--- src/rtl/morse_decoder_fifo.sv ---
// Morse decoder: accumulates dot/dash symbols, resolves a character on send,
// and queues the decoded ASCII in a small FIFO drained by a valid/ready consumer.
//
// Ports:
//   clk          single clock, all logic on posedge
//   reset        synchronous active-high reset
//   inputSignal  symbol code: 00 idle, 01 dot, 10 dash, 11 send
//   out_ready    consumer accepts the head character
//   letter       ASCII at the FIFO head (0x00 while empty)
//   out_valid    FIFO non-empty
//   done         accumulator empty (state IDLE)
//   sym_len      symbols accumulated so far
//   fifo_count   FIFO occupancy
//   err          one-cycle pulse after an invalid or overrun character is emitted
//   drop         one-cycle pulse after a character is lost to a full FIFO
module morse_decoder_fifo #(
    parameter int MAX_LEN    = 5,
    parameter int FIFO_DEPTH = 8,
    parameter int EN_DIGITS  = 1
) (
    input  logic                          clk,
    input  logic                          reset,
    input  logic [1:0]                    inputSignal,
    input  logic                          out_ready,
    output logic [7:0]                    letter,
    output logic                          out_valid,
    output logic                          done,
    output logic [2:0]                    sym_len,
    output logic [$clog2(FIFO_DEPTH):0]   fifo_count,
    output logic                          err,
    output logic                          drop
);

    localparam int AW = $clog2(FIFO_DEPTH);
    localparam int CW = AW + 1;
    localparam logic [2:0] MAXL = 3'(MAX_LEN);

    typedef enum logic [1:0] {
        IDLE    = 2'd0,
        COLLECT = 2'd1,
        OVERRUN = 2'd2
    } state_t;

    state_t               state, state_nxt;
    logic [MAX_LEN-1:0]   pattern, pattern_nxt;
    logic [2:0]           len, len_nxt;

    logic                 is_sym, is_send, sym_bit;
    logic                 push, bad;
    logic [7:0]           push_char;

    logic [5:0]           pat6;
    logic [7:0]           code_key;
    logic                 dec_valid;
    logic [7:0]           dec_char;

    logic [7:0]           mem [FIFO_DEPTH];
    logic [AW-1:0]        wr_ptr, rd_ptr;
    logic                 pop, full, push_ok, lost;

    assign is_sym  = (inputSignal == 2'b01) || (inputSignal == 2'b10);
    assign is_send = (inputSignal == 2'b11);
    assign sym_bit = inputSignal[1];

    // Bits above len stay zero (pattern is cleared on every send), so the
    // low five bits together with len identify a code uniquely.
    assign pat6     = 6'(pattern);
    assign code_key = {len, pat6[4:0]};

    always_comb begin
        dec_valid = 1'b1;
        dec_char  = 8'h3F;
        case (code_key)
            8'b001_00000: dec_char = 8'h45; // E
            8'b001_00001: dec_char = 8'h54; // T
            8'b010_00000: dec_char = 8'h49; // I
            8'b010_00001: dec_char = 8'h41; // A
            8'b010_00010: dec_char = 8'h4E; // N
            8'b010_00011: dec_char = 8'h4D; // M
            8'b011_00000: dec_char = 8'h53; // S
            8'b011_00001: dec_char = 8'h55; // U
            8'b011_00010: dec_char = 8'h52; // R
            8'b011_00011: dec_char = 8'h57; // W
            8'b011_00100: dec_char = 8'h44; // D
            8'b011_00101: dec_char = 8'h4B; // K
            8'b011_00110: dec_char = 8'h47; // G
            8'b011_00111: dec_char = 8'h4F; // O
            8'b100_00000: dec_char = 8'h48; // H
            8'b100_00001: dec_char = 8'h56; // V
            8'b100_00010: dec_char = 8'h46; // F
            8'b100_00100: dec_char = 8'h4C; // L
            8'b100_00110: dec_char = 8'h50; // P
            8'b100_00111: dec_char = 8'h4A; // J
            8'b100_01000: dec_char = 8'h42; // B
            8'b100_01001: dec_char = 8'h58; // X
            8'b100_01010: dec_char = 8'h43; // C
            8'b100_01011: dec_char = 8'h59; // Y
            8'b100_01100: dec_char = 8'h5A; // Z
            8'b100_01101: dec_char = 8'h51; // Q
            8'b101_11111: dec_char = 8'h30;
            8'b101_01111: dec_char = 8'h31;
            8'b101_00111: dec_char = 8'h32;
            8'b101_00011: dec_char = 8'h33;
            8'b101_00001: dec_char = 8'h34;
            8'b101_00000: dec_char = 8'h35;
            8'b101_10000: dec_char = 8'h36;
            8'b101_11000: dec_char = 8'h37;
            8'b101_11100: dec_char = 8'h38;
            8'b101_11110: dec_char = 8'h39;
            default: begin
                dec_valid = 1'b0;
                dec_char  = 8'h3F;
            end
        endcase
        // Five-symbol codes are all digits; reject them when digits are off.
        if ((code_key[7:5] == 3'd5) && (EN_DIGITS == 0)) begin
            dec_valid = 1'b0;
            dec_char  = 8'h3F;
        end
    end

    always_comb begin
        state_nxt   = state;
        pattern_nxt = pattern;
        len_nxt     = len;
        push        = 1'b0;
        push_char   = 8'h00;
        bad         = 1'b0;
        case (state)
            IDLE: begin
                if (is_sym) begin
                    state_nxt   = COLLECT;
                    pattern_nxt = MAX_LEN'(sym_bit);
                    len_nxt     = 3'd1;
                end else if (is_send) begin
                    push      = 1'b1;
                    push_char = 8'h20;
                end
            end
            COLLECT: begin
                if (is_sym) begin
                    if (len == MAXL) begin
                        state_nxt = OVERRUN;
                    end else begin
                        pattern_nxt = {pattern[MAX_LEN-2:0], sym_bit};
                        len_nxt     = len + 3'd1;
                    end
                end else if (is_send) begin
                    push        = 1'b1;
                    push_char   = dec_valid ? dec_char : 8'h3F;
                    bad         = ~dec_valid;
                    state_nxt   = IDLE;
                    pattern_nxt = '0;
                    len_nxt     = 3'd0;
                end
            end
            OVERRUN: begin
                if (is_send) begin
                    push        = 1'b1;
                    push_char   = 8'h3F;
                    bad         = 1'b1;
                    state_nxt   = IDLE;
                    pattern_nxt = '0;
                    len_nxt     = 3'd0;
                end
            end
            default: begin
                state_nxt   = IDLE;
                pattern_nxt = '0;
                len_nxt     = 3'd0;
            end
        endcase
    end

    assign out_valid = (fifo_count != '0);
    assign full      = (fifo_count == CW'(FIFO_DEPTH));
    assign pop       = out_valid & out_ready;
    // A full FIFO still takes a push when the head leaves in the same cycle.
    assign push_ok   = push & (~full | pop);
    assign lost      = push & full & ~pop;

    assign letter  = out_valid ? mem[rd_ptr] : 8'h00;
    assign sym_len = len;

    always_ff @(posedge clk) begin
        if (reset) begin
            state      <= IDLE;
            pattern    <= '0;
            len        <= 3'd0;
            done       <= 1'b1;
            wr_ptr     <= '0;
            rd_ptr     <= '0;
            fifo_count <= '0;
            err        <= 1'b0;
            drop       <= 1'b0;
        end else begin
            state   <= state_nxt;
            pattern <= pattern_nxt;
            len     <= len_nxt;
            done    <= (state_nxt == IDLE);
            err     <= bad;
            drop    <= lost;
            if (push_ok)
                wr_ptr <= wr_ptr + AW'(1);
            if (pop)
                rd_ptr <= rd_ptr + AW'(1);
            if (push_ok && !pop)
                fifo_count <= fifo_count + CW'(1);
            else if (pop && !push_ok)
                fifo_count <= fifo_count - CW'(1);
        end
    end

    always_ff @(posedge clk) begin
        if (!reset && push_ok)
            mem[wr_ptr] <= push_char;
    end

endmodule

--- config.mk ---
export PLATFORM = sky130hd
export DESIGN_NAME = morse_decoder_fifo
export DESIGN_NICKNAME = d
export VERILOG_FILES = /design/src/rtl/morse_decoder_fifo.sv
export SDC_FILE = /design/constraint.sdc
export NUM_CORES = 1
export LEC_CHECK = 0
export ABC_AREA = 1
export BUFFER_PORTS_ARGS = -buffer_cell sky130_fd_sc_hd__buf_2
export CORE_ASPECT_RATIO = 2
export CORE_MARGIN = 5
export CORE_UTILIZATION = 60
export DETAILED_ROUTE_END_ITERATION = 8
export GPL_ROUTABILITY_DRIVEN = 1
export PLACE_DENSITY = 0.85
export SYNTH_ARGS = -nofsm -noshare
export SYNTH_HDL_FRONTEND = slang
export SYNTH_SLANG_ARGS = --single-unit
--- constraint.sdc ---
create_clock -name clk -period 2.7 [get_ports clk]
set_clock_uncertainty 0.1 [all_clocks]
set_input_delay 0.675 -clock clk [delete_from_list [all_inputs] [get_ports clk]]
set_output_delay 0.675 -clock clk [all_outputs]
set_load 0.05 [all_outputs]
==> metrics, run 1 <==
final instance area=between 4000 and 5000 sq um; synth unique cells=31; Static Leakage=around 2.1 nW; core area=6940 sq um; n_diodes=0; Pint=~2.6 mW; port bufs=22; pre-CTS setup slack=-0.09029 ns; Setup CP Type=reg -> out; row count=43; CP Data Required Time=between 1.5 and 2 ns; vias in the first global route=between 3000 and 4000; share of cells above drive strength 1=13.98%; Synth area leader=edfxtp_1; Rel. slew slack=between 60% and 70%; initial antenna violation count=0; WHS=0.3728 ns; count of final hold-check violations=0; DRC violations left=0; grt ovf=0; Mapped Area=roughly 4300 sq um; number of clock sinks=just over 80; Clk Latency, worst-skew pair=between 0.3 and 0.4 ns; Max-Cap Viols=0; FF+latch count, synth=between 80 and 90; sequential share of power=35.2%; setup ws final=around 0.064 ns; Slew Limit Fails=0; Area after DPL=roughly 4600 sq um; Clock transition at path regs=approximately 0.060 ns; Area Growth Syn to Fin=15.39%; Tcrit/Tclk final=97.62%; routability cong.=0.9218; CTS root buf=clkbuf_16; Pwr per Cell Area=approximately 870 nW/um^2; CTS Buf Count=9; Final #Nets=572; Non-Filler Instances=648; post-layout min period=between 2 and 3 ns; CP startpoint kind=flip-flop; Avg Cell Area, Syn=between 8 and 9 sq um; Die X=around 70 microns; Die Y=129.4 microns; largest net degree at the start of global routing=29; dominant cells by area after synthesis=edfxtp_1 39%, dfxtp_1 12%, nor2_1 12%; sw frac=approximately two fifths; CTS tree=yes; total number of vias=around 3700; Gate Count Post-Synth=between 500 and 600; cell count after placement=632; H-tree depth=3; first-pass GRT wire length=roughly 16000 microns; most common cell after layout, fill and taps aside=nor2_1; total track usage=roughly a quarter; VDD IR max=about 820 uV; number of DRC markers in iteration 0=277; commonest non-fill, non-tap cells in the layout=128 x nor2_1, 94 x nand2_1, 56 x edfxtp_1, 43 x inv_1, 34 x o21ai_0; DRT Wirelength=10130 microns; outcome=finished clean; DR vias/cell=approximately 5.7; CP arrival=approximately 1.9 ns; Worst setup EP type=output port; Final setup viols=0; Mapped Nets=~540; Initial Utilization=about three fifths; RSZ-0062 raised after global routing=true; Clock Path Buffers=2; fillers=about 530; Switching Power=between 1.5 and 2 mW; I/O pin count=24; share of the synthesized area in the top cell type=between 30% and 40%; R2R setup slack=0.24 ns; routed length per instance=~16 microns; die area=about 9000 sq um; final core utilization=between 70 and 80%; DPL Wire Length=7380 microns; worst slew pin tran=0.5225 ns; synthesis warning total=0; Comb pwr share=between 30% and 40%; Clk pwr share=26.4%; post-route ant nets=0; TritonRoute pass-1 iters=5; # hold bufs at CTS=0; Fmax=~380 MHz; HP Class=reg -> reg; sequential area share after synthesis=between 50% and 60%; CP Max Fanout=28
-- stage by stage --
step | total power [mW] | TNS, ns
floorplan | 2.756 | 0
global placement | 3.084 | 0
detailed placement | 3.132 | -0.09029
CTS | 4.269 | -0.02343
global route | 4.539 | -0.1588
finish | 4.307 | 0
-- power groups by stage --
stage	registers, mW	clock network [mW]	logic (mW)
floorplan	1.60	0	1.16
global placement	1.53	0	1.56
detailed placement	1.53	0	1.60
CTS	1.51	1.15	1.61
global route	1.53	1.21	1.80
finish	1.52	1.14	1.65
-- routing by layer --
metal	track usage [%]	up-vias	routed length (microns)
li1	-	1799	-
met1	21.76	1689	3345
met2	47.97	155	5831
met3	3.571	37	447
met4	13.21	0	509
met5	0	-	0
-- worst paths after layout --
check	startpoint	to	depth (start not counted)
worst max register to register	state[1]$_SDFF_PP0_	fifo_count[3]$_SDFFE_PP0P_	15
worst min register to register	rd_ptr[2]$_SDFFE_PP0P_	flip-flop	2
worst min-delay path	rd_ptr[2]$_SDFFE_PP0P_	flip-flop	2
worst max-delay path	flip-flop	letter[3]	6
-- cells by family (layout without fill, tap and decap cells) --
family          Yosys count  after routing  synth area share (%)
compound gates           89             89                 12.67
other cells               1              1               0.08771
fa+ha+maj                14             14                 4.273
buf+inv                  62            104                 6.087
flops                    82             82                 51.51
simple gates            264            264                 24.55
xor+xnor                  4              4                0.8193
-- state kept, by name (all words and copies together), names as in the netlist, named ones only --
register	cells
wr_ptr	3
fifo_count	4
err	1
pattern	5
rd_ptr	3
state	2
done	1
sym_len	3
mem	56
drop	1
-- synthesized netlist by cell type --
library cell / number
o21bai_1: 1
nand2_4: 1
o221ai_1: 1
clkbuf_1: 7
a21oi_1: 21
o21ai_0: 41
o211a_1: 1
conb_1: 1
a22oi_1: 6
edfxtp_1: 56
nand3_1: 25
o211ai_1: 1
nand2_2: 1
dfxtp_1: 26
o22ai_2: 1
nand2_1: 94
nor3_1: 3
inv_1: 43
fa_1: 1
xor2_1: 4
buf_4: 4
ha_1: 13
nand4_1: 2
inv_2: 3
nand3b_1: 1
nor2_1: 135
buf_6: 1
o21ai_2: 2
buf_2: 4
o32ai_1: 14
nor2_2: 2
-- layout make-up --
cell class | count | area [sq um] | share of cell area (%)
clock buffers | 11 | 242.7 | 4.920
clock inverters | 5 | 37.54 | 0.7608
inverters | 46 | 175.2 | 3.551
repair buffers | 42 | 282.8 | 5.732
flip-flops and latches | 82 | 2206 | 44.71
well taps | 90 | 112.6 | 2.283
multi-input cells | 372 | 1877 | 38.04
-- critical path, stage by stage (launching register included) --
cell,delay [ns]
dfxtp_1,0.43
buf_12,0.20
nor2_1,0.07
o32ai_1,0.24
o21ai_0,0.19
nor2_4,0.11
buf_2,0.26
-- timing repair --
action                     CTS  global route
resized for setup            4            16
buffers inserted             0             0
setup endpoints to repair    6             9
No activity file was read; power rests on OpenSTA's default activity.
==> run 2, diff against run 1 <==
--- a/config.mk
+++ b/config.mk
@@ -13,6 +13,7 @@
 export DETAILED_ROUTE_END_ITERATION = 8
 export GPL_ROUTABILITY_DRIVEN = 1
 export PLACE_DENSITY = 0.85
+export RECOVER_POWER = 100
 export SYNTH_ARGS = -nofsm -noshare
 export SYNTH_HDL_FRONTEND = slang
 export SYNTH_SLANG_ARGS = --single-unit
==> metrics, run 2 (synthesized netlist as in run 1, its figures left out) <==
count of final hold-check violations=0; Non-Filler Instances=approximately 650; setup ws final=~0.051 ns; Worst setup EP type=output port; CP arrival=about 1.9 ns; outcome=finished clean; RSZ-0062 raised after global routing=true; total number of vias=3669; n_diodes=0; Slew Limit Fails=0; cell count after placement=632; CTS tree=yes; grt ovf=0; Max-Cap Viols=0; Clock Path Buffers=2; post-layout min period=between 2 and 3 ns; Area Growth Syn to Fin=13.81%; most common cell after layout, fill and taps aside=nor2_1; Fmax=between 300 and 400 MHz; initial antenna violation count=0; Pwr per Cell Area=880.3 nW/um^2; Largest register FFs=56; share of cells above drive strength 1=a little under a tenth; final setup TNS=0 ns; H-tree depth=3; number of DRC markers in iteration 0=about 240; CTS root buf=clkbuf_16; final core utilization=between 70% and 80%; commonest non-fill, non-tap cells in the layout=129 x nor2_1, 94 x nand2_1, 56 x edfxtp_1, 44 x inv_1, 34 x o21ai_0; Power Total=4.283 mW; HP Class=reg -> reg; VDD IR max=slightly below 800 uV; Clock transition at path regs=0.06 ns; DPL Wire Length=~7400 microns; die area=roughly 9000 sq um; WHS=~0.37 ns; vias in the first global route=around 3600; CP Data Required Time=approximately 1.9 ns; Biggest register=mem; Final setup viols=0; Static Leakage=around 2.0 nW; Clk Latency, worst-skew pair=0.34 ns; row count=43; Tcrit/Tclk final=a little over nine tenths; Initial Utilization=61.60%; CP startpoint kind=flip-flop; routability cong.=around 0.92; DRT Wirelength=between 10000 and 15000 microns; pre-CTS setup slack=-0.09029 ns; core area=6940 sq um; final instance area=between 4000 and 5000 sq um; Die X=69.69 microns; first-pass GRT wire length=between 15000 and 20000 microns; I/O pin count=24; routed length per instance=roughly 16 microns; Final #Nets=between 500 and 600; CP Max Fanout=28; CTS Buf Count=9; port bufs=22; Die Y=between 100 and 150 microns; largest net degree at the start of global routing=29; biggest regs=mem: 56 flops, pattern: 5 flops, fifo_count: 4 flops; fillers=around 550; Area after DPL=4614 sq um; Rel. slew slack=about 60%; total track usage=a little under a quarter; post-route ant nets=0; worst slew pin tran=0.6042 ns; TritonRoute pass-1 iters=5; DR vias/cell=5.662; number of clock sinks=~80; DRC violations left=0; Setup CP Type=reg -> out
==> run 2: cell types whose count changed in the layout (fill, tap and decap cells not counted) <==
cell / delta
clkbuf_1: +22
buf_2: -12
buf_4: -12
clkbuf_2: +1
clkbuf_4: +1
inv_1: +1
inv_2: -1
nor2_1: +1
nor2_2: -1
o21ai_1: +1
o21ai_2: -1
o22ai_1: +1
o22ai_2: -1
==> run 2: path summary, 6_finish.rpt <==
path              depth (start not counted)  slack, ns                    from                         end
setup reg to reg                         15       0.23     state[1]$_SDFF_PP0_  fifo_count[3]$_SDFFE_PP0P_
setup / recovery                          6       0.05               flip-flop                   letter[1]
hold / removal                            2       0.37  rd_ptr[2]$_SDFFE_PP0P_                   flip-flop
hold reg to reg                           2       0.37  rd_ptr[2]$_SDFFE_PP0P_                   flip-flop
==> run 2: cell type report <==
type	count	area (sq um)	share of cell area [%]
repair buffers	42	227.7	4.680
well taps	90	112.6	2.314
inverters	46	175.2	3.600
multi-input cells	372	1864	38.31
clock inverters	5	37.54	0.7714
clock buffers	11	242.7	4.988
flip-flops and latches	82	2206	45.33
==> run 2: what timing repair did <==
action / in CTS / in global routing
hold buffers: 0 / 0
buffers inserted: 0 / 0
gates resized for setup: 4 / 16
hold endpoints to repair: 0 / 0
setup endpoints to repair: 6 / 9
==> run 2: layer usage <==
metal	up-vias	part of all wire [%]	routed length, microns	track usage, %
met5	-	0	0	0
met4	0	5.2	522	13.21
met3	45	3.8	382	3.571
met2	135	57	5754	47.97
met1	1689	34	3388	21.76
li1	1800	-	-	-
==> run 2: worst max-delay path, stage by stage, from the launching register on <==
cell	delay, ns
dfxtp_1	0.44
buf_12	0.20
nor2_1	0.07
o32ai_1	0.26
o21ai_1	0.17
nor2_4	0.11
clkbuf_2	0.28
==> run 2: where the power goes <==
part / switching, mW / internal (mW)
clock: 0.480 / 0.652
combinational: 1.14 / 0.490
sequential: 0.103 / 1.42
total: 1.72 / 2.56
==> run 3, diff against run 2 <==
--- a/config.mk
+++ b/config.mk
@@ -12,6 +12,7 @@
 export CORE_UTILIZATION = 60
 export DETAILED_ROUTE_END_ITERATION = 8
 export GPL_ROUTABILITY_DRIVEN = 1
+export MAX_ROUTING_LAYER = met4
 export PLACE_DENSITY = 0.85
 export RECOVER_POWER = 100
 export SYNTH_ARGS = -nofsm -noshare
==> metrics, run 3 (synthesized netlist as in run 1, its figures left out) <==
outcome=finished clean; final setup TNS=0 ns; routed length per instance=15.73 microns; RR Startpoint=state[1]$_SDFF_PP0_; Clock transition at path regs=roughly 0.060 ns; Die X=69.69 microns; pre-CTS setup slack=-0.09524 ns; Non-Filler Instances=648; # hold bufs at CTS=0; port bufs=22; R2R setup slack=approximately 0.17 ns; Final #Nets=572; fillers=541; Critical Path Source=fifo_count[1]$_SDFFE_PP0P_; Pwr per Cell Area=slightly above 900 nW/um^2; Initial Utilization=61.60%; CTS Buf Count=9; DR vias/cell=between 5 and 6; share of cells above drive strength 1=a little over a tenth; Tcrit/Tclk final=between 90% and 100%; WHS=0.3951 ns; Min-Delay Startpoint=rd_ptr[0]$_SDFFE_PP0P_; Worst setup EP type=output port; Critical path destination=letter[3]; RSZ-0062 raised after global routing=true; Fmax=387.0 MHz; CP Data Required Time=between 1.5 and 2 ns; I/O pin count=24; Final setup viols=0; CTS tree=yes; HP Class=reg -> reg; Die Y=129.4 microns; Worst R2R Path Depth=15; CP Max Fanout=8; n_diodes=0; Largest register FFs=56; Clk Latency, worst-skew pair=approximately 0.34 ns; most common cell after layout, fill and taps aside=nor2_1; routability cong.=roughly 0.93; DRC violations left=0; Slew Limit Fails=0; Crit path largest cell delay=between 0.4 and 0.5 ns; row count=43; number of clock sinks=82; Static Leakage=2.073 nW; core area=6940 sq um; CP max stage cell=dfxtp_1; Power Total=4.602 mW; DRT Wirelength=approximately 10000 microns; count of final hold-check violations=0; cell count after placement=around 630; grt ovf=0; crit-path cells=nor2_1 -> nand2_1 -> nor2_1 -> inv_1 -> o21ai_0 -> nor2_4 -> clkbuf_4; first-pass GRT wire length=roughly 16000 microns; initial antenna violation count=0; post-layout min period=approximately 2.6 ns; most used cell, CP=nor2_1; Max-Cap Viols=0; number of DRC markers in iteration 0=approximately 350; Setup CP Type=reg -> out; TritonRoute pass-1 iters=5; CP startpoint kind=flip-flop; R2R Path End=fifo_count[3]$_SDFFE_PP0P_; commonest non-fill, non-tap cells in the layout=129 x nor2_1, 94 x nand2_1, 56 x edfxtp_1, 43 x inv_1, 33 x o21ai_0; total track usage=roughly a quarter; vias in the first global route=3609; Rel. slew slack=59.98%; die area=approximately 9000 sq um; worst slew pin tran=0.6030 ns; biggest regs=mem: 56 flops, pattern: 5 flops, fifo_count: 4 flops; Biggest register=mem; H-tree depth=3; CTS root buf=clkbuf_16; CP arrival=1.81 ns; Area Growth Syn to Fin=15.57%; total number of vias=3672; Clock Path Buffers=2; setup ws final=0.1163 ns; VDD IR max=about 740 uV; post-route ant nets=0; DPL Wire Length=between 7000 and 8000 microns; largest net degree at the start of global routing=23
==> run 3: cell types whose count changed in the layout (fill, tap and decap cells not counted), sizes merged <==
cell / delta
clkinv: -2
buf: +6
inv: +2
clkbuf: -8
bufinv: +3
clkinvlp: -1
==> run 3: per-layer routing <==
layer,track usage (%),vias to the layer above,routed length [microns]
met5,-,-,0
met4,13.32,0,503
met3,3.960,44,417
met2,47.75,127,5831
met1,21.50,1699,3442
li1,-,1802,-
==> run 3: power by group <==
| group | switching, mW | total [mW] | internal, mW |
|---|---|---|---|
| combinational | 1.14 | 1.63 | 0.488 |
| sequential | 0.106 | 1.52 | 1.42 |
| clock | 0.522 | 1.45 | 0.926 |
| total | 1.77 | 4.60 | 2.83 |
==> run 3: layout make-up <==
type,count,area (sq um),share of cell area [%]
Timing Repair Buffer,42,221.5,4.482
Sequential cell,82,2207,44.67
Multi-Input combinational cell,372,1864,37.73
Inverter,46,177.7,3.596
Clock buffer,9,225.2,4.558
Tap cell,90,112.6,2.279
Clock inverter,7,132.6,2.684
==> run 3: stage by stage <==
| step | cell area [sq um] | util, % |
|---|---|---|
| after global routing | 4941 | 71.19 |
| final | 4941 | 71.19 |
| after floorplan | 4329 | - |
| after global placement | 4614 | 66.49 |
| after CTS | 4981 | 71.77 |
| after detailed placement | 4614 | 66.49 |
==> run 3: timing repair <==
item,4_1_cts,5_1_grt
setup endpoints to repair,7,10
resized for setup,4,17
gates cloned,0,0
buffers inserted,0,0
==> run 3: worst max-delay path: cells and delay by family, from the launching register on <==
family,cells,cell delay [ns]
AOI/OAI and AO/OA,1,0.23
buffers and inverters,2,0.45
DFF,1,0.43
and+or+nand+nor,4,0.34
==> run 3: how the worst min path moves through the flow <==
| stage | endpoint | slack [ns] | cells after the start |
|---|---|---|---|
| finish | rd_ptr[0]$_SDFFE_PP0P_ | 0.40 | 1 |
| global placement | rd_ptr[2]$_SDFFE_PP0P_ | 0.35 | 2 |
| floorplan | flip-flop | 0.33 | 2 |
| CTS | rd_ptr[0]$_SDFFE_PP0P_ | 0.40 | 1 |
| global route | wr_ptr[0]$_SDFFE_PP0P_ | 0.43 | 2 |
| detailed placement | flip-flop | 0.36 | 2 |
